File: src/rtl/ctrl_pkg.sv
// Shared opcodes, FSM states and control-word layout for the sequenced 9-bit ISA decoder.
// Field widths in ctrl_word_t are the natural instruction slices; the top resizes to its parameters.
package ctrl_pkg;

  localparam logic [2:0] OP_MEM   = 3'b010;
  localparam logic [2:0] OP_SET   = 3'b011;
  localparam logic [2:0] OP_MVIN  = 3'b100;
  localparam logic [2:0] OP_MVOUT = 3'b101;
  localparam logic [2:0] OP_BR    = 3'b110;

  localparam logic [1:0] SUB_PLAIN = 2'b00;
  localparam logic [1:0] SUB_INPL  = 2'b01;
  localparam logic [1:0] SUB_LOAD  = 2'b10;
  localparam logic [1:0] SUB_STORE = 2'b11;

  localparam logic [1:0] BR_NE = 2'b00;
  localparam logic [1:0] BR_EQ = 2'b01;
  localparam logic [1:0] BR_GT = 2'b10;
  localparam logic [1:0] BR_LT = 2'b11;

  localparam logic [8:0] HALT_INSTR = 9'h1FF;

  typedef enum logic [1:0] {
    RUN      = 2'd0,
    MEM_WAIT = 2'd1,
    HALTED   = 2'd2
  } state_t;

  typedef struct packed {
    logic eq;
    logic gt;
    logic lt;
  } flags_t;

  typedef struct packed {
    logic       branch_en;
    logic       mem_read;
    logic       mem_write;
    logic       imm;
    logic       reg_write;
    logic       inplace;
    logic       move;
    logic       halt;
    logic [3:0] reg_sel;
    logic [3:0] move_from;
    logic [5:0] targ_sel;
  } ctrl_word_t;

  function automatic logic branch_taken(input logic [1:0] cond, input flags_t f);
    logic taken;
    case (cond)
      BR_NE:   taken = !f.eq;
      BR_EQ:   taken = f.eq;
      BR_GT:   taken = f.gt;
      default: taken = f.lt;
    endcase
    return taken;
  endfunction

endpackage

File: src/rtl/ctrl_seq_if.sv
// Instruction-side handshake plus datapath-side control outputs of ctrl_seq.
// master drives instructions, flags and memory acknowledge; slave is the sequencer.
interface ctrl_seq_if #(
  parameter int TARG_W    = 6,
  parameter int REG_SEL_W = 4
);

  logic                 InstrValid;
  logic [8:0]           Instruction;
  logic                 InstrReady;
  logic                 FlagWe;
  logic                 Eq;
  logic                 Gt;
  logic                 Lt;
  logic                 MemAck;
  logic                 OutValid;
  logic                 BranchEn;
  logic                 MemRead;
  logic                 MemWrite;
  logic                 Imm;
  logic                 RegWrite;
  logic                 Inplace;
  logic                 Move;
  logic [REG_SEL_W-1:0] RegSel;
  logic [REG_SEL_W-1:0] MoveFrom;
  logic [TARG_W-1:0]    TargSel;
  logic                 Halted;
  logic                 MemErr;

  modport master (
    output InstrValid, Instruction, FlagWe, Eq, Gt, Lt, MemAck,
    input  InstrReady, OutValid, BranchEn, MemRead, MemWrite, Imm, RegWrite,
           Inplace, Move, RegSel, MoveFrom, TargSel, Halted, MemErr
  );

  modport slave (
    input  InstrValid, Instruction, FlagWe, Eq, Gt, Lt, MemAck,
    output InstrReady, OutValid, BranchEn, MemRead, MemWrite, Imm, RegWrite,
           Inplace, Move, RegSel, MoveFrom, TargSel, Halted, MemErr
  );

endinterface

File: src/rtl/ctrl_decode.sv
// Combinational instruction decoder: instruction word plus effective compare flags to control word.
// Halt is matched on the full word before any opcode decode.
module ctrl_decode
  import ctrl_pkg::*;
(
  input  logic [8:0] instr,
  input  flags_t     flags,
  output ctrl_word_t word
);

  logic [2:0] op;
  logic [1:0] sub;

  assign op  = instr[8:6];
  assign sub = instr[5:4];

  always_comb begin
    word           = '0;
    word.reg_write = 1'b1;
    word.reg_sel   = instr[3:0];
    if (instr == HALT_INSTR) begin
      word.reg_write = 1'b0;
      word.halt      = 1'b1;
    end else begin
      case (op)
        OP_MEM: begin
          case (sub)
            SUB_LOAD:  word.mem_read = 1'b1;
            SUB_STORE: begin
              word.mem_write = 1'b1;
              word.reg_write = 1'b0;
            end
            SUB_INPL:  word.inplace = 1'b1;
            default:   word.reg_write = 1'b1;
          endcase
        end
        OP_SET: begin
          word.imm     = 1'b1;
          word.reg_sel = 4'd0;
        end
        OP_MVIN: begin
          word.move      = 1'b1;
          word.reg_sel   = {3'b000, instr[1]};
          word.move_from = instr[5:2];
        end
        OP_MVOUT: begin
          word.move      = 1'b1;
          word.move_from = {3'b000, instr[5]};
        end
        OP_BR: begin
          // Branches never write the register file, taken or not.
          word.reg_write = 1'b0;
          if (branch_taken(sub, flags)) begin
            word.branch_en = 1'b1;
            word.targ_sel  = instr[5:0];
          end
        end
        default: word.reg_write = 1'b1;
      endcase
    end
  end

endmodule

File: src/rtl/ctrl_seq.sv
// Sequenced control decoder: accepts one instruction per RUN cycle, registers its control word with a 1-cycle OutValid,
// stalls load/store until MemAck (timeout -> sticky MemErr/Halted). CTRL_SEQ_PERF_CNT_EN adds retire/branch counters.
module ctrl_seq
  import ctrl_pkg::*;
#(
  parameter int TARG_W      = 6,
  parameter int MEM_TIMEOUT = 16,
  parameter int REG_SEL_W   = 4
) (
  input  logic       Clk,
  input  logic       Reset_n,
  ctrl_seq_if.slave  bus
`ifdef CTRL_SEQ_PERF_CNT_EN
  ,
  output logic [31:0] RetireCnt,
  output logic [31:0] BranchTakenCnt
`endif
);

  localparam int CNT_W = (MEM_TIMEOUT > 2) ? $clog2(MEM_TIMEOUT) : 1;
  localparam logic [CNT_W-1:0] TMO_LAST = CNT_W'(MEM_TIMEOUT - 1);

  state_t               state;
  flags_t               flag_q;
  flags_t               flags_in;
  flags_t               flags_eff;
  ctrl_word_t           word;
  logic [CNT_W-1:0]     tmo_cnt;
  logic                 ready_q;
  logic                 accept;

  logic                 out_vld_q;
  logic                 branch_en_q;
  logic                 imm_q;
  logic                 reg_write_q;
  logic                 inplace_q;
  logic                 move_q;
  logic [REG_SEL_W-1:0] reg_sel_q;
  logic [REG_SEL_W-1:0] move_from_q;
  logic [TARG_W-1:0]    targ_sel_q;
  logic                 mem_read_q;
  logic                 mem_write_q;
  logic                 halted_q;
  logic                 mem_err_q;

  assign flags_in  = '{eq: bus.Eq, gt: bus.Gt, lt: bus.Lt};
  // Branches see this cycle's compare result when the flag write coincides with them.
  assign flags_eff = bus.FlagWe ? flags_in : flag_q;
  assign accept    = bus.InstrValid && ready_q;

  ctrl_decode u_decode (
    .instr (bus.Instruction),
    .flags (flags_eff),
    .word  (word)
  );

  always_ff @(posedge Clk or negedge Reset_n) begin
    if (!Reset_n) begin
      state       <= RUN;
      ready_q     <= 1'b0;
      flag_q      <= '0;
      tmo_cnt     <= '0;
      out_vld_q   <= 1'b0;
      branch_en_q <= 1'b0;
      imm_q       <= 1'b0;
      reg_write_q <= 1'b0;
      inplace_q   <= 1'b0;
      move_q      <= 1'b0;
      reg_sel_q   <= '0;
      move_from_q <= '0;
      targ_sel_q  <= '0;
      mem_read_q  <= 1'b0;
      mem_write_q <= 1'b0;
      halted_q    <= 1'b0;
      mem_err_q   <= 1'b0;
    end else begin
      if (bus.FlagWe) flag_q <= flags_in;

      out_vld_q   <= accept;
      branch_en_q <= accept && word.branch_en;
      imm_q       <= accept && word.imm;
      reg_write_q <= accept && word.reg_write;
      inplace_q   <= accept && word.inplace;
      move_q      <= accept && word.move;
      reg_sel_q   <= accept ? REG_SEL_W'(word.reg_sel) : '0;
      move_from_q <= accept ? REG_SEL_W'(word.move_from) : '0;
      targ_sel_q  <= accept ? word.targ_sel[TARG_W-1:0] : '0;

      case (state)
        RUN: begin
          ready_q <= 1'b1;
          if (accept) begin
            if (word.halt) begin
              state    <= HALTED;
              ready_q  <= 1'b0;
              halted_q <= 1'b1;
            end else if (word.mem_read || word.mem_write) begin
              state       <= MEM_WAIT;
              ready_q     <= 1'b0;
              tmo_cnt     <= '0;
              mem_read_q  <= word.mem_read;
              mem_write_q <= word.mem_write;
            end
          end
        end
        MEM_WAIT: begin
          // An acknowledge on the final wait cycle still completes the access.
          if (bus.MemAck) begin
            state       <= RUN;
            ready_q     <= 1'b1;
            mem_read_q  <= 1'b0;
            mem_write_q <= 1'b0;
          end else if (tmo_cnt == TMO_LAST) begin
            state       <= HALTED;
            halted_q    <= 1'b1;
            mem_err_q   <= 1'b1;
            mem_read_q  <= 1'b0;
            mem_write_q <= 1'b0;
          end else begin
            tmo_cnt <= tmo_cnt + 1'b1;
          end
        end
        HALTED: ready_q <= 1'b0;
        default: begin
          state   <= HALTED;
          ready_q <= 1'b0;
        end
      endcase
    end
  end

  assign bus.InstrReady = ready_q;
  assign bus.OutValid   = out_vld_q;
  assign bus.BranchEn   = branch_en_q;
  assign bus.MemRead    = mem_read_q;
  assign bus.MemWrite   = mem_write_q;
  assign bus.Imm        = imm_q;
  assign bus.RegWrite   = reg_write_q;
  assign bus.Inplace    = inplace_q;
  assign bus.Move       = move_q;
  assign bus.RegSel     = reg_sel_q;
  assign bus.MoveFrom   = move_from_q;
  assign bus.TargSel    = targ_sel_q;
  assign bus.Halted     = halted_q;
  assign bus.MemErr     = mem_err_q;

`ifdef CTRL_SEQ_PERF_CNT_EN
  logic [31:0] retire_cnt;
  logic [31:0] br_taken_cnt;

  always_ff @(posedge Clk or negedge Reset_n) begin
    if (!Reset_n) begin
      retire_cnt   <= '0;
      br_taken_cnt <= '0;
    end else begin
      if (accept && (retire_cnt != 32'hFFFF_FFFF)) retire_cnt <= retire_cnt + 32'd1;
      if (accept && word.branch_en && (br_taken_cnt != 32'hFFFF_FFFF))
        br_taken_cnt <= br_taken_cnt + 32'd1;
    end
  end

  assign RetireCnt      = retire_cnt;
  assign BranchTakenCnt = br_taken_cnt;
`endif

endmodule
File: src/flat_wrapper.sv
// flat-port wrapper written by rule: the top's interface ports become plain ports
module ctrl_seq_flat import ctrl_pkg::*;
#(
  parameter int TARG_W      = 6,
  parameter int MEM_TIMEOUT = 16,
  parameter int REG_SEL_W   = 4
)
  (Clk, Reset_n, bus_InstrValid, bus_Instruction, bus_FlagWe, bus_Eq, bus_Gt, bus_Lt, bus_MemAck, bus_InstrReady, bus_OutValid, bus_BranchEn, bus_MemRead, bus_MemWrite, bus_Imm, bus_RegWrite, bus_Inplace, bus_Move, bus_RegSel, bus_MoveFrom, bus_TargSel, bus_Halted, bus_MemErr);
  ctrl_seq_if #(.TARG_W(TARG_W), .REG_SEL_W(REG_SEL_W)) bus_i ();
  input  logic Clk;
  input  logic Reset_n;
  input wire logic [$bits(bus_i.InstrValid)-1:0] bus_InstrValid;
  input wire logic [$bits(bus_i.Instruction)-1:0] bus_Instruction;
  input wire logic [$bits(bus_i.FlagWe)-1:0] bus_FlagWe;
  input wire logic [$bits(bus_i.Eq)-1:0] bus_Eq;
  input wire logic [$bits(bus_i.Gt)-1:0] bus_Gt;
  input wire logic [$bits(bus_i.Lt)-1:0] bus_Lt;
  input wire logic [$bits(bus_i.MemAck)-1:0] bus_MemAck;
  output wire logic [$bits(bus_i.InstrReady)-1:0] bus_InstrReady;
  output wire logic [$bits(bus_i.OutValid)-1:0] bus_OutValid;
  output wire logic [$bits(bus_i.BranchEn)-1:0] bus_BranchEn;
  output wire logic [$bits(bus_i.MemRead)-1:0] bus_MemRead;
  output wire logic [$bits(bus_i.MemWrite)-1:0] bus_MemWrite;
  output wire logic [$bits(bus_i.Imm)-1:0] bus_Imm;
  output wire logic [$bits(bus_i.RegWrite)-1:0] bus_RegWrite;
  output wire logic [$bits(bus_i.Inplace)-1:0] bus_Inplace;
  output wire logic [$bits(bus_i.Move)-1:0] bus_Move;
  output wire logic [$bits(bus_i.RegSel)-1:0] bus_RegSel;
  output wire logic [$bits(bus_i.MoveFrom)-1:0] bus_MoveFrom;
  output wire logic [$bits(bus_i.TargSel)-1:0] bus_TargSel;
  output wire logic [$bits(bus_i.Halted)-1:0] bus_Halted;
  output wire logic [$bits(bus_i.MemErr)-1:0] bus_MemErr;
  assign bus_i.InstrValid = bus_InstrValid;
  assign bus_i.Instruction = bus_Instruction;
  assign bus_i.FlagWe = bus_FlagWe;
  assign bus_i.Eq = bus_Eq;
  assign bus_i.Gt = bus_Gt;
  assign bus_i.Lt = bus_Lt;
  assign bus_i.MemAck = bus_MemAck;
  assign bus_InstrReady = bus_i.InstrReady;
  assign bus_OutValid = bus_i.OutValid;
  assign bus_BranchEn = bus_i.BranchEn;
  assign bus_MemRead = bus_i.MemRead;
  assign bus_MemWrite = bus_i.MemWrite;
  assign bus_Imm = bus_i.Imm;
  assign bus_RegWrite = bus_i.RegWrite;
  assign bus_Inplace = bus_i.Inplace;
  assign bus_Move = bus_i.Move;
  assign bus_RegSel = bus_i.RegSel;
  assign bus_MoveFrom = bus_i.MoveFrom;
  assign bus_TargSel = bus_i.TargSel;
  assign bus_Halted = bus_i.Halted;
  assign bus_MemErr = bus_i.MemErr;
  ctrl_seq #(.TARG_W(TARG_W), .MEM_TIMEOUT(MEM_TIMEOUT), .REG_SEL_W(REG_SEL_W)) u_core (.Clk(Clk), .Reset_n(Reset_n), .bus(bus_i));
endmodule
File: config.mk
export PLATFORM = sky130hd
export DESIGN_NAME = ctrl_seq_flat
export DESIGN_NICKNAME = d
export VERILOG_FILES = /design/src/rtl/ctrl_pkg.sv /design/src/rtl/ctrl_seq_if.sv /design/src/rtl/ctrl_decode.sv /design/src/rtl/ctrl_seq.sv /design/src/flat_wrapper.sv
export SDC_FILE = /design/constraint.sdc
export NUM_CORES = 1
export LEC_CHECK = 0
export ABC_AREA = 0
export CAP_MARGIN = 20
export CORE_MARGIN = 1
export CORE_UTILIZATION = 65
export CTS_CLUSTER_SIZE = 16
export DETAILED_ROUTE_END_ITERATION = 10
export DONT_BUFFER_PORTS = 1
export PLACE_DENSITY_LB_ADDON = 0.2
export SLEW_MARGIN = 25
export SYNTH_ARGS = -nofsm -noshare
export SYNTH_HDL_FRONTEND = slang
export SYNTH_SLANG_ARGS = --single-unit
File: constraint.sdc
create_clock -name Clk -period 5 [get_ports Clk]
set_input_delay 1.25 -clock Clk [delete_from_list [all_inputs] [get_ports Clk]]
set_output_delay 1.25 -clock Clk [all_outputs]
set_load 0.01 [all_outputs]
==> impl_metrics.yaml, run 1 <==
layout:
  seqCellArea_um2: 851
  antenna_cells: 0
  instances_no_fill: 160
  area_growth_pct: 3.71
  final_nets: 152
  multi_input_area_um2: 538
  drive_gt1_share_pct: 6.02
  num-fill-cells: 134
sta:
  slew_headroom_pct: 73.8
  setup_viol: 0
  finalCritPeriodShare_pct: 41.0
  rsz0062_at_grt: "false"
  worstMarginPinSlew_ns: 0.383
  setup-tns-final_ns: 0
  hold_viol: 0
  fin_worst_skew_ns: 0.00464
  max_freq_mhz: 487
  period_needed_ns: 2.05
  final-max-slew-violation-count: 0
  hold_ws_ns: 0.487
status:
  status: "finished clean"
logic_synthesis:
  synth_edf_count: 0
  synth_top_area_share_pct: 58.7
  yosysMostFrequentCell: "dfrtp_1"
  yosysWarnings: 0
  synth_area_leader_cell: "dfrtp_1"
  syn_area_um2: 1450
  syn_area_per_cell_um2: 10.7
  synth.area.top_cells: "dfrtp_1 (59%), mux2i_1 (3.5%), and2_1 (3.0%)"
  synth_common_cells: "dfrtp_1 (34), nor2_1 (10), inv_1 (8)"
  synth-seq-cells: 34
  postSynthCellCount: 135
  synth_nets: 153
  ys.flop_type: "dfrtp_1"
  ys_seq_area_share_pct: 58.7
  synthArstFlopShare_pct: 100
  synth_cell_types: 35
clocking:
  cts_buffers: 5
  clk_pin_slew_ns: 0.09
  post_cts_buffers: 0
  h-tree-depth: 2
  cts.path.max_buffers: 2
  clock_sinks: 34
  cts_resized: 0
  cts-root-buf: "clkbuf_4"
  worstSkewPairLatency_ns: 0.33
  cts_tree: "built"
  holdBufCountCts: 0
pwr:
  ir_drop_v: 0.000267
  leakagePower_nw: 0.704
  power.density_nw_per_um2: 335
drt:
  antenna_left: 0
  drc: 0
  drt-initial-drc-count: 49
  totalWireLength_mm: 2.77
  viasPerCell: 6.48
  wl_per_cell_um: 17.3
  vias: 1036
  first_pass_iters: 4
worst_setup_path:
  path_cells: "mux2i_1, a311o_1, a211oi_2, and2_1"
  cp-end-kind: "register"
  start_kind: "input port"
  worstSetupPathType: "input port to register"
  slowest_delay_ns: 0.39
  worstPathRequired_ns: 5.26
  crit_arrival_ns: 2.32
  worst-path-buf-inv: 0
  cp_slowest_cell: "a311o_1"
  critPathMaxFanout: 5
  cp_top_family: "compound AO/OA/AOI/OAI gates"
job:
  cap_violations: 0
placed_design:
  dp.final_hpwl_mm: 1.99
  gp_congestion: 0.792
  place_inst: 154
  port_buffers: 0
global_routing:
  grt_antenna_before_repair: 0
  grt_pass1_vias: 999
  grt_max_degree: 35
  overflow: 0
  grt_usage_pct: 26.7
  grt_pass1_wl_mm: 4.71
floorplan:
  rows: 16
  die_width_um: 49.2
  dieArea_um2: 2420
  die_h_um: 49.2
  initial_utilization_pct: 71.7
  core_um2: 2020
  boundaryPins: 42
min_path:
  hp-class: "register to register"
==> report_power, final <==
part	internal, mW	leakage, nW	switching [mW]
combinational	0.0206	0.223	0.0229
clock	0.0633	0.0302	0.0801
sequential	0.295	0.450	0.0218
total	0.379	0.704	0.125
==> stage by stage <==
stage | setup slack, ns | instance area [um2] | total power, mW | util [%]
global route | 2.86 | 1500 | 0.528 | 74.4
floorplan | 2.70 | 1450 | 0.358 | -
global placement | 2.70 | 1450 | 0.361 | 71.8
detailed placement | 2.60 | 1450 | 0.366 | 71.8
CTS | 2.93 | 1500 | 0.508 | 74.4
finish | 2.95 | 1500 | 0.504 | 74.4
==> metal layers <==
metal | global-route usage [%] | wire length [um] | vias up
met5 | 0 | 0 | -
met3 | 7.17 | 227 | 7
met1 | 36.2 | 1170 | 493
met2 | 38.1 | 1310 | 57
li1 | - | - | 479
met4 | 16.7 | 61 | 0
==> sequential cells by signal, indices dropped and copies added, names as in the netlist <==
signal	cells
u_core.state	2
u_core.bus.RegWrite	1
u_core.bus.Imm	1
u_core.bus.InstrReady	1
u_core.bus.TargSel	6
u_core.tmo_cnt	4
u_core.bus.MemRead	1
u_core.bus.MoveFrom	4
u_core.bus.BranchEn	1
u_core.bus.Move	1
u_core.bus.Halted	1
u_core.bus.MemWrite	1
u_core.bus.RegSel	4
u_core.bus.Inplace	1
u_core.flag_q	3
u_core.bus.OutValid	1
u_core.bus.MemErr	1
==> cell type report <==
type	instances	share of cell area, %
flip-flops and latches	34	56.6
inverters	8	2.00
well taps	27	2.25
multi-input cells	85	35.8
clock buffers	6	3.41
==> cell families (layout without fill, tap and decap cells) <==
family	count (synthesis)	in the layout	share of synthesized area, %
muxes	6	6	4.23
xor gates and xnor gates	1	1	0.604
AOI/OAI and AO/OA	32	32	15.1
DFF	34	34	58.7
buffers and inverters	16	14	4.23
adders and majority gates	1	1	0.863
and+or+nand+nor	45	45	16.3
==> placed cells by master (no fill, tap or decap), drive strengths merged, types with 2 or more instances in the layout <==
| master | netlist | layout |
|---|---|---|
| inv | 8 | 8 |
| or3 | 2 | 2 |
| a211oi | 2 | 2 |
| nand2 | 5 | 5 |
| clkbuf | 7 | 6 |
| nand4 | 2 | 2 |
| nand3 | 4 | 4 |
| o21ai | 9 | 9 |
| o31ai | 3 | 3 |
| a31oi | 3 | 3 |
| mux2i | 5 | 5 |
| a21oi | 5 | 5 |
| and2 | 7 | 7 |
| nor2 | 10 | 10 |
| nor4 | 2 | 2 |
| nor3 | 5 | 5 |
| dfrtp | 34 | 34 |
| nand2b | 5 | 5 |
| a2111oi | 2 | 2 |
| a311o | 2 | 2 |
==> path summary, 6_finish.rpt <==
kind                       cells after the start                               to                          start  slack (ns)
setup / recovery                               4  u_core.bus.TargSel[1]$_DFF_PN0_                     bus_FlagWe        2.95
hold reg to reg                                1    u_core.tmo_cnt[3]$_DFFE_PN0P_  u_core.tmo_cnt[3]$_DFFE_PN0P_        0.49
setup reg to reg                               5    u_core.tmo_cnt[3]$_DFFE_PN0P_  u_core.tmo_cnt[0]$_DFFE_PN0P_        3.23
hold / removal                                 1    u_core.tmo_cnt[3]$_DFFE_PN0P_  u_core.tmo_cnt[3]$_DFFE_PN0P_        0.49
min in group asynchronous                      0    u_core.tmo_cnt[3]$_DFFE_PN0P_                        Reset_n        0.60
max in group asynchronous                      0  u_core.bus.TargSel[3]$_DFF_PN0_                        Reset_n        4.31
Power figures use the tool's default switching activity.
==> run 2, diff against run 1 <==
--- a/config.mk
+++ b/config.mk
@@ -7,8 +7,9 @@
 export LEC_CHECK = 0
 export ABC_AREA = 0
 export CAP_MARGIN = 20
+export CORE_ASPECT_RATIO = 1.75
 export CORE_MARGIN = 1
-export CORE_UTILIZATION = 65
+export CORE_UTILIZATION = 60
 export CTS_CLUSTER_SIZE = 16
 export DETAILED_ROUTE_END_ITERATION = 10
 export DONT_BUFFER_PORTS = 1
==> constraint.sdc (replaced) <==
create_clock -name Clk -period 1.9 [get_ports Clk]
set_input_delay 0.475 -clock Clk [delete_from_list [all_inputs] [get_ports Clk]]
set_output_delay 0.475 -clock Clk [all_outputs]
set_load 0.01 [all_outputs]
==> run 2 against run 1 <==
- sequential power grew to 2.6 times the previous value
- die area grew 8.3%
- worst setup slack lost 2.8 ns
- utilization shrank 5.4 points
- register-to-register slack lost 3.1 ns
- via count grew 0.97%
- clock skew grew 0.0054 ns
- critical path depth grew 1
- hold slack lost 0.48 ns
- clock power grew to 3.9 times the previous value
- flip-flop and latch count is the same
- highest routed layer unchanged
==> impl_metrics.yaml, run 2 (synthesis results as in run 1) <==
status:
  status: "finished clean"
sta:
  max_freq_mhz: 568
  hold_viol: 0
  worstMarginPinSlew_ns: 0.453
  fin_worst_skew_ns: 0.0100
  slew_headroom_pct: 69.4
  rsz0062_at_grt: "false"
  finalCritPeriodShare_pct: 92.6
  final-max-slew-violation-count: 0
  setup-tns-final_ns: 0
  setup_viol: 0
  period_needed_ns: 1.76
job:
  cap_violations: 0
worst_setup_path:
  worstSetupPathType: "register to register"
  cp-end-kind: "register"
  start_kind: "register"
  cp_slowest_cell: "or3_1"
  critPathMaxFanout: 7
  worstPathRequired_ns: 2.06
  slowest_delay_ns: 0.46
  path_cells: "ha_1, and3_1, or3_1, o21ai_0, a31oi_1"
  cp_top_family: "simple AND/OR/NAND/NOR gates"
  crit_arrival_ns: 1.92
  worst-path-buf-inv: 0
floorplan:
  rows: 23
  die_h_um: 67.0
  core_um2: 2270
  dieArea_um2: 2630
  initial_utilization_pct: 63.8
  die_width_um: 39.2
  boundaryPins: 42
global_routing:
  grt_max_degree: 35
  grt_pass1_vias: 1046
  grt_pass1_wl_mm: 4.79
  grt_usage_pct: 28.3
  grt_antenna_before_repair: 0
  overflow: 0
drt:
  wl_met3_um: 232
  top_layer_used: "met4"
  drt-initial-drc-count: 23
  totalWireLength_mm: 3.05
  viasPerCell: 6.46
  vias: 1046
  antenna_left: 0
  wl_met2_mm: 1.61
  wl_per_cell_um: 18.8
  wl_met1_mm: 1.09
  first_pass_iters: 4
  drc: 0
layout:
  area_growth_pct: 8.20
  drive_gt1_share_pct: 8.03
  final_cell_mix: "dfrtp_1 (34), nor2_1 (10), inv_1 (8)"
  largest_reg_flops: 6
  final_common_cell: "dfrtp_1"
  multi_input_area_um2: 538
  final_nets: 154
  seqCellArea_um2: 851
  antenna_cells: 0
  num-fill-cells: 169
pwr:
  leakagePower_nw: 0.736
  ir_drop_v: 0.000752
  power.density_nw_per_um2: 966
  finalPower_mw: 1.51
clocking:
  cts_tree: "built"
  clk_pin_slew_ns: 0.07
  holdBufCountCts: 1
  clock_sinks: 34
  cts_resized: 0
  cts-root-buf: "clkbuf_8"
  cts_buffers: 5
  post_cts_buffers: 0
  worstSkewPairLatency_ns: 0.29
  h-tree-depth: 2
  cts.path.max_buffers: 2
placed_design:
  dp.final_hpwl_mm: 2.17
  gp_congestion: 0.742
  port_buffers: 0
min_path:
  hp-class: "input port to asynchronous set/reset pin"
-- run 2: cell count changes in the layout (fill, tap and decap cells not counted) --
cell      before  now
clkbuf_4       5    0
clkbuf_8       1    6
buf_12         0    1
buf_4          0    1
clkbuf_1       0    1
clkinv_2       0    1
-- run 2: through the flow --
step,cells,cell area [um2],setup slack (ns),util [%],hold WS [ns]
after floorplan,135,1450,0.218,-,0.179
after global placement,153,1460,0.189,64.1,0.180
after detailed placement,153,1460,0.167,64.1,0.180
after CTS,162,1570,0.134,69.0,0.00731
after global routing,162,1570,0.0461,69.0,0.00313
final,162,1570,0.141,69.0,0.00305
-- run 2: worst paths after layout --
| kind | start | end | slack, ns | depth (start not counted) |
|---|---|---|---|---|
| worst max-delay path | u_core.tmo_cnt[0]$_DFFE_PN0P_ | u_core.tmo_cnt[2]$_DFFE_PN0P_ | 0.14 | 5 |
| worst min-delay path | Reset_n | u_core.bus.RegSel[0]$_DFF_PN0_ | 0.003 | 1 |
| worst max register to register | u_core.tmo_cnt[0]$_DFFE_PN0P_ | u_core.tmo_cnt[2]$_DFFE_PN0P_ | 0.14 | 5 |
| worst min register to register | u_core.tmo_cnt[3]$_DFFE_PN0P_ | u_core.tmo_cnt[3]$_DFFE_PN0P_ | 0.49 | 1 |
| max in group asynchronous | Reset_n | u_core.flag_q[2]$_DFF_PN0_ | 1.72 | 1 |
| min in group Clk | bus_Instruction[6] | u_core.bus.MoveFrom[2]$_DFF_PN0_ | 0.25 | 1 |
-- run 2: worst register-to-register path, stage by stage, from the launching register on --
cell	delay [ns]
dfrtp_1	0.41
ha_1	0.23
and3_1	0.23
or3_1	0.46
o21ai_0	0.17
a31oi_1	0.13
-- run 2: layer usage --
metal | vias up | global-route usage, %
met5 | - | 0
met1 | 516 | 27.6
li1 | 479 | -
met4 | 0 | 19.0
met3 | 8 | 13.7
met2 | 43 | 44.8
-- run 2: final cells by class --
type / instances / area share, %
clock buffer: 7 / 5.50
timing repair buffer: 2 / 1.75
tap: 25 / 1.99
clock inverter: 1 / 0.319
inverter: 8 / 1.91
multi-input combinational: 85 / 34.3
sequential: 34 / 54.2
-- run 2: where the power goes --
part,internal [mW],switching (mW),total (mW)
Combinational,0.0587,0.0747,0.133
Clock,0.292,0.259,0.551
Sequential,0.777,0.0538,0.831
==> run 3, diff against run 2 <==
--- a/config.mk
+++ b/config.mk
@@ -6,8 +6,6 @@
 export NUM_CORES = 1
 export LEC_CHECK = 0
 export ABC_AREA = 0
-export CAP_MARGIN = 20
-export CORE_ASPECT_RATIO = 1.75
 export CORE_MARGIN = 1
 export CORE_UTILIZATION = 60
 export CTS_CLUSTER_SIZE = 16
==> run 3 against run 2 <==
- largest power group unchanged
- register-to-register slack lost 0.04 ns
- power shrank 13%
- global-route usage shrank 3.3 points
- flip-flop and latch count is the same
- critical path depth is the same
- critical endpoint is now u_core.tmo_cnt[3]$_DFFE_PN0P_
- clock-buffer cell count shrank 2
- critical path type unchanged
==> impl_metrics.yaml, run 3 (synthesis results as in run 1) <==
sta:
  hold_viol: 0
  fin_worst_skew_ns: 0.00812
  setup-tns-final_ns: 0
  final-max-slew-violation-count: 0
  period_needed_ns: 1.80
  slew_headroom_pct: 74.1
  setup_viol: 0
  rsz0062_at_grt: "false"
  max_freq_mhz: 555
  worstMarginPinSlew_ns: 0.378
  finalCritPeriodShare_pct: 94.9
layout:
  utilization_pct: 68.3
  final_cell_mix: "dfrtp_1 (34), nor2_1 (10), inv_1 (8)"
  final_nets: 155
  num-fill-cells: 186
  largest_reg_flops: 6
  drive_gt1_share_pct: 8.03
  final_common_cell: "dfrtp_1"
  seqCellArea_um2: 851
  multi_input_area_um2: 538
  instances_no_fill: 165
  area_growth_pct: 6.13
  antenna_cells: 0
pwr:
  swShare_pct: 26.8
  finalPower_mw: 1.32
  leakagePower_nw: 0.723
  p_seq_share_pct: 62.7
  pwr-share-clk_pct: 26.8
  switchingPower_uw: 355
  p_int_uw: 970
  power.density_nw_per_um2: 860
  power_frac_comb_pct: 10.5
  ir_drop_v: 0.000623
clocking:
  cts_buffers: 5
  h-tree-depth: 2
  worstSkewPairLatency_ns: 0.33
  clock_sinks: 34
  cts_tree: "built"
  post_cts_buffers: 0
  cts-root-buf: "clkbuf_4"
  cts.path.max_buffers: 2
  holdBufCountCts: 2
  clk_pin_slew_ns: 0.10
  cts_resized: 0
drt:
  first_pass_iters: 4
  viasPerCell: 6.30
  antenna_left: 0
  wl_per_cell_um: 16.4
  totalWireLength_mm: 2.71
  drt-initial-drc-count: 26
  drc: 0
  vias: 1039
placed_design:
  gp_congestion: 0.794
  place_inst: 156
  port_buffers: 0
  dp.final_hpwl_mm: 1.91
floorplan:
  initial_utilization_pct: 64.3
  boundaryPins: 42
  rows: 17
  die_h_um: 51.2
  die_width_um: 51.2
  dieArea_um2: 2620
  core_um2: 2250
job:
  cap_violations: 0
global_routing:
  grt_max_degree: 35
  grt_pass1_vias: 1042
  overflow: 0
  grt_antenna_before_repair: 0
  grt_pass1_wl_mm: 4.64
  grt_usage_pct: 25.0
min_path:
  hp-class: "input port to register"
worst_setup_path:
  cp-end-kind: "register"
  start_kind: "register"
  cp_slowest_cell: "or3_1"
  critPathMaxFanout: 7
  slowest_delay_ns: 0.47
  path_cells: "ha_1, and3_1, or3_1, o21ba_1, a31oi_1"
  crit_arrival_ns: 2.05
  worstPathRequired_ns: 2.15
  worstSetupPathType: "register to register"
status:
  status: "finished clean"
-- run 3: area by class of cell --
class	instances	area share, %
clock inverters	2	0.650
repair buffers	3	2.44
flip-flops and latches	34	55.3
inverters	8	1.95
clock buffers	5	2.44
well taps	28	2.28
multi-input cells	85	35.0
-- run 3: metrics by stage --
step / hold WS [ns] / area (um2) / worst slack (ns)
floorplan: 0.179 / 1450 / 0.218
global placement: 0.180 / 1460 / 0.205
detailed placement: 0.180 / 1460 / 0.113
CTS: 0.196 / 1540 / 0.106
global route: 0.179 / 1540 / 0.0429
finish: 0.200 / 1540 / 0.0969
-- run 3: worst paths after layout --
check                                               from                             end  slack [ns]  cells past startpoint
min reg2reg                u_core.tmo_cnt[3]$_DFFE_PN0P_   u_core.tmo_cnt[3]$_DFFE_PN0P_        0.51                      1
min                                   bus_Instruction[5]    u_core.bus.Inplace$_DFF_PN0_        0.20                      1
max                        u_core.tmo_cnt[0]$_DFFE_PN0P_   u_core.tmo_cnt[3]$_DFFE_PN0P_         0.1                      5
min in group asynchronous                        Reset_n     u_core.state[0]$_DFFE_PN0P_        0.59                      2
max reg2reg                u_core.tmo_cnt[0]$_DFFE_PN0P_   u_core.tmo_cnt[3]$_DFFE_PN0P_         0.1                      5
max in group asynchronous                        Reset_n  u_core.bus.MemRead$_DFFE_PN0P_        1.14                      2
-- run 3: power groups by stage --
stage | Clock (mW) | Sequential, mW | Combinational (mW)
finish | 0.355 | 0.830 | 0.139
global route | 0.399 | 0.837 | 0.159
CTS | 0.367 | 0.830 | 0.141
detailed placement | 0 | 0.844 | 0.119
global placement | 0 | 0.841 | 0.111
floorplan | 0 | 0.833 | 0.110
-- run 3: metal layers --
layer / global-route usage, % / vias to the layer above / part of all wire [%]
met1: 31.7 / 495 / 41
li1: - / 484 / -
met4: 11.1 / 0 / 2.0
met2: 38.2 / 53 / 47
met3: 9.23 / 7 / 10
met5: 0 / - / 0
-- run 3: critical path, delay by kind of cell, from the launching register on --
family | cells | cell delay [ns]
AND/OR/NAND/NOR | 2 | 0.71
flip-flops | 1 | 0.43
adder cells (fa/ha/maj) | 1 | 0.24
AO/OA/AOI/OAI | 2 | 0.35
